### config.mk
export PLATFORM = sky130hd
export DESIGN_NAME = rf_recovery_flat
export DESIGN_NICKNAME = d
export VERILOG_FILES = /design/src/rtl/rf_recovery_if.sv /design/src/rtl/rf_recovery.sv /design/src/flat_wrapper.sv
export SDC_FILE = /design/constraint.sdc
export NUM_CORES = 1
export LEC_CHECK = 0
export CAP_MARGIN = 0
export CORE_MARGIN = 2
export CORE_UTILIZATION = 55
export CTS_CLUSTER_DIAMETER = 150
export CTS_CLUSTER_SIZE = 24
export DETAILED_ROUTE_END_ITERATION = 8
export GPL_ROUTABILITY_DRIVEN = 0
export HOLD_SLACK_MARGIN = 0.02
export PLACE_DENSITY = 0.72
export SLEW_MARGIN = 10
export SYNTH_ARGS = -nofsm -noshare
export SYNTH_HDL_FRONTEND = slang
export SYNTH_SLANG_ARGS = --single-unit
### constraint.sdc
create_clock -name clk -period 3.65 [get_ports clk]
set_input_delay 0.5475 -clock clk [delete_from_list [all_inputs] [get_ports clk]]
set_output_delay 0.5475 -clock clk [all_outputs]
set_load 0.1 [all_outputs]
### src/rtl/rf_recovery_if.sv
// Bus bundle for rf_recovery: agreed-write capture, error flag and replay stream.
// master: comparator/core side; slave: rf_recovery. rec_count exists only with RF_RECOVERY_CNT_EN.
interface rf_recovery_if #(
    parameter int ADDR_WIDTH = 5,
    parameter int DATA_WIDTH = 32
);
    logic                  cmp_w_en;
    logic [ADDR_WIDTH-1:0] cmp_w_addr;
    logic [DATA_WIDTH-1:0] cmp_w_data;
    logic                  error_i;
    logic                  halt_o;
    logic                  rec_w_en;
    logic [ADDR_WIDTH-1:0] rec_w_addr;
    logic [DATA_WIDTH-1:0] rec_w_data;
    logic                  done_o;
`ifdef RF_RECOVERY_CNT_EN
    logic [7:0]            rec_count;
`endif

    modport master (
        output cmp_w_en, cmp_w_addr, cmp_w_data, error_i,
        input  halt_o, rec_w_en, rec_w_addr, rec_w_data, done_o
`ifdef RF_RECOVERY_CNT_EN
        , input rec_count
`endif
    );

    modport slave (
        input  cmp_w_en, cmp_w_addr, cmp_w_data, error_i,
        output halt_o, rec_w_en, rec_w_addr, rec_w_data, done_o
`ifdef RF_RECOVERY_CNT_EN
        , output rec_count
`endif
    );
endinterface

### src/rtl/rf_recovery.sv
// Shadow register file plus replay FSM restoring both cores after a mismatch.
// Ports: clk, rst_n (async active-low), bus (rf_recovery_if.slave).
// Optional macro RF_RECOVERY_CNT_EN adds the saturating 8-bit bus.rec_count.
module rf_recovery #(
    parameter int ADDR_WIDTH = 5,
    parameter int DATA_WIDTH = 32,
    parameter int NUM_REGS   = 32
) (
    input  logic           clk,
    input  logic           rst_n,
    rf_recovery_if.slave   bus
);
    typedef enum logic [1:0] {IDLE, HALT, REPLAY, DONE} state_t;

    localparam logic [ADDR_WIDTH-1:0] LAST  = ADDR_WIDTH'(NUM_REGS - 1);
    localparam logic [ADDR_WIDTH:0]   NREGS = (ADDR_WIDTH + 1)'(NUM_REGS);
    localparam logic [ADDR_WIDTH-1:0] ONE   = ADDR_WIDTH'(1);

    state_t                state;
    logic [ADDR_WIDTH-1:0] ptr;
    logic [DATA_WIDTH-1:0] shadow [NUM_REGS];
    logic                  capture;
    logic                  replay;

    // Entry 0 is never written, so it stays at its reset value of zero.
    assign capture = (state == IDLE) && bus.cmp_w_en && !bus.error_i &&
                     (bus.cmp_w_addr != '0) &&
                     ({1'b0, bus.cmp_w_addr} < NREGS);

    always_ff @(posedge clk or negedge rst_n) begin
        if (!rst_n) begin
            state <= IDLE;
            ptr   <= ONE;
            for (int i = 0; i < NUM_REGS; i++) begin
                shadow[i] <= '0;
            end
        end else begin
            if (capture) begin
                shadow[bus.cmp_w_addr] <= bus.cmp_w_data;
            end
            unique case (state)
                IDLE: begin
                    if (bus.error_i) begin
                        state <= HALT;
                    end
                end
                HALT: begin
                    state <= REPLAY;
                    ptr   <= ONE;
                end
                REPLAY: begin
                    // ptr holds at the last register instead of wrapping.
                    if (ptr == LAST) begin
                        state <= DONE;
                    end else begin
                        ptr <= ptr + ONE;
                    end
                end
                DONE: begin
                    state <= IDLE;
                end
                default: begin
                    state <= IDLE;
                end
            endcase
        end
    end

    assign replay         = (state == REPLAY);
    assign bus.halt_o     = (state != IDLE);
    assign bus.rec_w_en   = replay;
    assign bus.rec_w_addr = replay ? ptr : '0;
    assign bus.rec_w_data = replay ? shadow[ptr] : '0;
    assign bus.done_o     = (state == DONE);

`ifdef RF_RECOVERY_CNT_EN
    logic [7:0] rec_count;

    always_ff @(posedge clk or negedge rst_n) begin
        if (!rst_n) begin
            rec_count <= '0;
        end else if ((state == IDLE) && bus.error_i &&
                     (rec_count != 8'hFF)) begin
            rec_count <= rec_count + 8'd1;
        end
    end

    assign bus.rec_count = rec_count;
`endif
endmodule

### src/flat_wrapper.sv
// flat-port wrapper written by rule: the top's interface ports become plain ports
module rf_recovery_flat 
#(
    parameter int ADDR_WIDTH = 5,
    parameter int DATA_WIDTH = 32,
    parameter int NUM_REGS   = 32
)
  (clk, rst_n, bus_cmp_w_en, bus_cmp_w_addr, bus_cmp_w_data, bus_error_i, bus_halt_o, bus_rec_w_en, bus_rec_w_addr, bus_rec_w_data, bus_done_o);
  rf_recovery_if #(.ADDR_WIDTH(ADDR_WIDTH), .DATA_WIDTH(DATA_WIDTH)) bus_i ();
  input  logic clk;
  input  logic rst_n;
  input wire logic [$bits(bus_i.cmp_w_en)-1:0] bus_cmp_w_en;
  input wire logic [$bits(bus_i.cmp_w_addr)-1:0] bus_cmp_w_addr;
  input wire logic [$bits(bus_i.cmp_w_data)-1:0] bus_cmp_w_data;
  input wire logic [$bits(bus_i.error_i)-1:0] bus_error_i;
  output wire logic [$bits(bus_i.halt_o)-1:0] bus_halt_o;
  output wire logic [$bits(bus_i.rec_w_en)-1:0] bus_rec_w_en;
  output wire logic [$bits(bus_i.rec_w_addr)-1:0] bus_rec_w_addr;
  output wire logic [$bits(bus_i.rec_w_data)-1:0] bus_rec_w_data;
  output wire logic [$bits(bus_i.done_o)-1:0] bus_done_o;
  assign bus_i.cmp_w_en = bus_cmp_w_en;
  assign bus_i.cmp_w_addr = bus_cmp_w_addr;
  assign bus_i.cmp_w_data = bus_cmp_w_data;
  assign bus_i.error_i = bus_error_i;
  assign bus_halt_o = bus_i.halt_o;
  assign bus_rec_w_en = bus_i.rec_w_en;
  assign bus_rec_w_addr = bus_i.rec_w_addr;
  assign bus_rec_w_data = bus_i.rec_w_data;
  assign bus_done_o = bus_i.done_o;
  rf_recovery #(.ADDR_WIDTH(ADDR_WIDTH), .DATA_WIDTH(DATA_WIDTH), .NUM_REGS(NUM_REGS)) u_core (.clk(clk), .rst_n(rst_n), .bus(bus_i));
endmodule
==> run_results.csv <==
group,metric,value,unit
floorplanning,ios,81,
layout,final_area,51410,sq um
global_route,grt_pass1_vias,29510,
floorplanning,initial_core_util,0.5570,
clock_tree,cts_max_level,2,
layout,final_util,0.6134,
critical_path,slowest_stage,"dfrtp_4",
critical_path,worst-setup-path-type,"reg -> out",
critical_path,r2r_end,"u_core.shadow[275]",
hold_path,min_path_cells,0,
power,leakagePower,0.02429,uW
placed_design,dpl_cell_area,49810,sq um
placed_design,pre_cts_slack,388.1,ps
synth,synthFlopType,"dfrtp_1",
critical_path,slowest_delay,470,ps
job,drv_cap,0,
layout,final_nets,3198,
sta,fin_skew,22.05,ps
synth,synthArstFlopShare,1.000,
floorplanning,dieArea,87230,sq um
sta,final.setup.tns,0,ps
critical_path,start_kind,"register",
floorplanning,dieHeight,295.4,um
synth,ys_ff_latch,1031,
routing,routed_via_density,6.442,
critical_path,required,3100,ps
sta,fin_ws,43.28,ps
synth,synth_nets,3262,
routing,drt-total-wl,124.3,mm
synth,synth_edf_count,0,
sta,fmax,277.3,MHz
clock_tree,cts_tree,"built",
layout,post_route_cells_drive_above_1_share,0.4419,
sta,final-setup-viol-count,0,
critical_path,r2r-start,"u_core.state[1]",
hold_path,hp-start,"u_core.shadow[1003]",
clock_tree,cts.sinks,1031,
global_route,grt-ovfl-total,0,
layout,diodes,0,
power,powerDensity,594.6,nW/um^2
sta,drv_slew,0,
clock_tree,cts_buffer_depth,3,
clock_tree,clkLatencyLatePin,640,ps
sta,slew_headroom,0.1817,
critical_path,cp_max_fo,27,
layout,multi_input_area,20150,sq um
routing,postRouteAntennaNets,0,
critical_path,r2r_setup_slack,660,ps
routing,drt_drc_violations_left,0,
synth,synth.avg_cell_area,14.53,sq um
critical_path,crit_arrival,3060,ps
global_route,grt.total_usage,0.2889,
clock_tree,cts.reportedPaths.clkPinSlew,100,ps
critical_path,endpoint_kind,"primary output",
synth,synthCells,3214,
hold_path,hold_path.class,"reg -> reg",
status,status,"complete, no violations",
routing,drt_iter0_markers,2237,
floorplanning,core_area,83820,sq um
clock_tree,cts-root-buf,"clkbuf_16",
power,ir_drop,0.5881,mV
clock_tree,cts_buffers,48,
global_route,antenna_found_initial,3,
layout,area_growth,10.12,%
routing,vias,27610,
synth,ys_warn_count,0,
sta,finalHoldViolations,0,
hold_path,hold_end,"u_core.shadow[1003]",
global_route,grt_start_max_net_pins,94,
synth,synth_area,46690,sq um
routing,avgRoutedWirePerCell,29.00,um
sta,worstMarginPinSlew,1224,ps
synth,synth_cell_types,50,
layout,regArea,25810,sq um
synth,seq_area_frac_synth,0.5526,
floorplanning,die_w,295.4,um
sta,period_needed,3607,ps
global_route,grt_pass1_wl,186.8,mm
layout,nFillCells,6274,
sta,fin_hold_ws,385.4,ps
critical_path,crit_chain,"buf_4 > buf_16 > buf_6 > mux2i_1 > a22oi_1 > a21oi_1 > nor4_4 > buf_12",
placed_design,port_buffers,80,
floorplanning,num_rows,106,
critical_path,reg2regPathDepth,7,
sta,fin_crit_sh,0.9881,
placed_design,hpwl,73.45,mm
routing,first_pass_iters,7,
-- per-layer routing --
layer / up-vias / part of all wire / global-route usage
met2: 891 / 0.47 / 0.4606
li1: 11570 / - / -
met1: 14920 / 0.43 / 0.4067
met5: - / 0.00019 / 0
met4: 4 / 0.035 / 0.09694
met3: 224 / 0.060 / 0.04714
-- power breakdown --
group	internal (uW)	leakage [uW]	switching [uW]
combinational	4690	0.00950	6170
clock	2410	0.000607	3510
sequential	12900	0.0142	836
-- cell type report --
cell class,count,area share
well taps,1134,0.02760
inverters,6,0.0004380
repair buffers,226,0.05405
flip-flops and latches,1031,0.5020
multi-input cells,1837,0.3919
clock buffers,52,0.02407
-- worst max-delay path: cells and delay by family (launching register included) --
family	cells	cell delay (ps)
flip-flops	1	470
buffers and inverters	4	920
AO/OA/AOI/OAI	2	490
multiplexers	1	90
AND/OR/NAND/NOR	1	420
-- cells in the mapped netlist (3+ instances only) --
cell type  instances  area [sq um]
a21oi_1           37         185.2
a22oi_1          158          1186
and2_1             6         37.54
buf_1              9         33.78
buf_2            121         605.6
buf_4             29         217.7
clkbuf_1         181         679.4
dfrtp_1         1030         25770
ha_1               7         87.58
inv_1              5         18.77
mux2_1            33         371.6
mux2_2           962         10830
mux2i_1          318          3183
mux4_2            97          2185
nand2_1           16         60.06
nand2b_1           6         37.54
nand3_1            6         30.03
nand4_1           33         206.5
nor2_1            49         183.9
nor2_2             5         31.28
nor2b_1            5         31.28
nor3_1             3         15.01
nor3_2             3         30.03
nor4_1            33         206.5
o21ai_0            3         15.01
o22ai_1           31         193.9
or3_1              3         18.77
-- cell families (layout without fill, tap and decap cells) --
kind of cell / Yosys count / after routing / share of synthesized area
xor+xnor: 2 / 2 / 0.0003753
compound gates: 234 / 234 / 0.03476
buf+inv: 347 / 284 / 0.03350
fa+ha+maj: 7 / 7 / 0.001876
flops: 1031 / 1031 / 0.5526
simple gates: 183 / 184 / 0.02192
mux: 1410 / 1410 / 0.3550
-- flip-flops by register name, summed over array words and instances (netlist names) --
register and cells:
u_core.shadow 1024, u_core.ptr 5, u_core.state 2
-- worst max path at each step --
stage | endpoint | startpoint | cells past startpoint
CTS | bus_rec_w_data[9] | u_core.ptr[1] | 6
global route | bus_rec_w_data[4] | u_core.ptr[1] | 8
detailed placement | bus_rec_w_data[6] | u_core.ptr[0] | 6
global placement | bus_rec_w_data[6] | u_core.ptr[0] | 6
floorplan | bus_rec_w_data[14] | u_core.state[0] | 6
finish | bus_rec_w_data[4] | u_core.ptr[1] | 8
-- placed cells by master, fill, tap and decap left out, types with 7 or more instances in the layout --
cell                n
nor2_1             36
mux2i_1           318
a22oi_1           152
dfrtp_1          1029
buf_12             63
a21oi_1            36
nor4_4             32
mux2_1             33
nand2_2             9
clkdlybuf4s50_1    40
nand4_1            33
mux2_2            962
buf_4             106
nor2_4             16
clkbuf_16          49
nand2_1             7
o22ai_1            25
buf_6               7
mux4_2             97
-- per-stage QoR --
stage | power, uW | cells
finish | 30570 | 4286
global route | 31810 | 4286
CTS | 30580 | 4281
detailed placement | 24440 | 4216
global placement | 24090 | 4216
floorplan | 21060 | 3214
-- timing repair --
action / CTS / global route
gates cloned: 3 / 1
buffers inserted: 9 / 4
setup endpoints to repair: 32 / 28
hold buffers: 1 / 0
pin swaps: 3 / 10
resized for setup: 11 / 21
endpoints found under the hold margin: 62 / 0
Note: power is estimated with default switching activity, not from simulation.
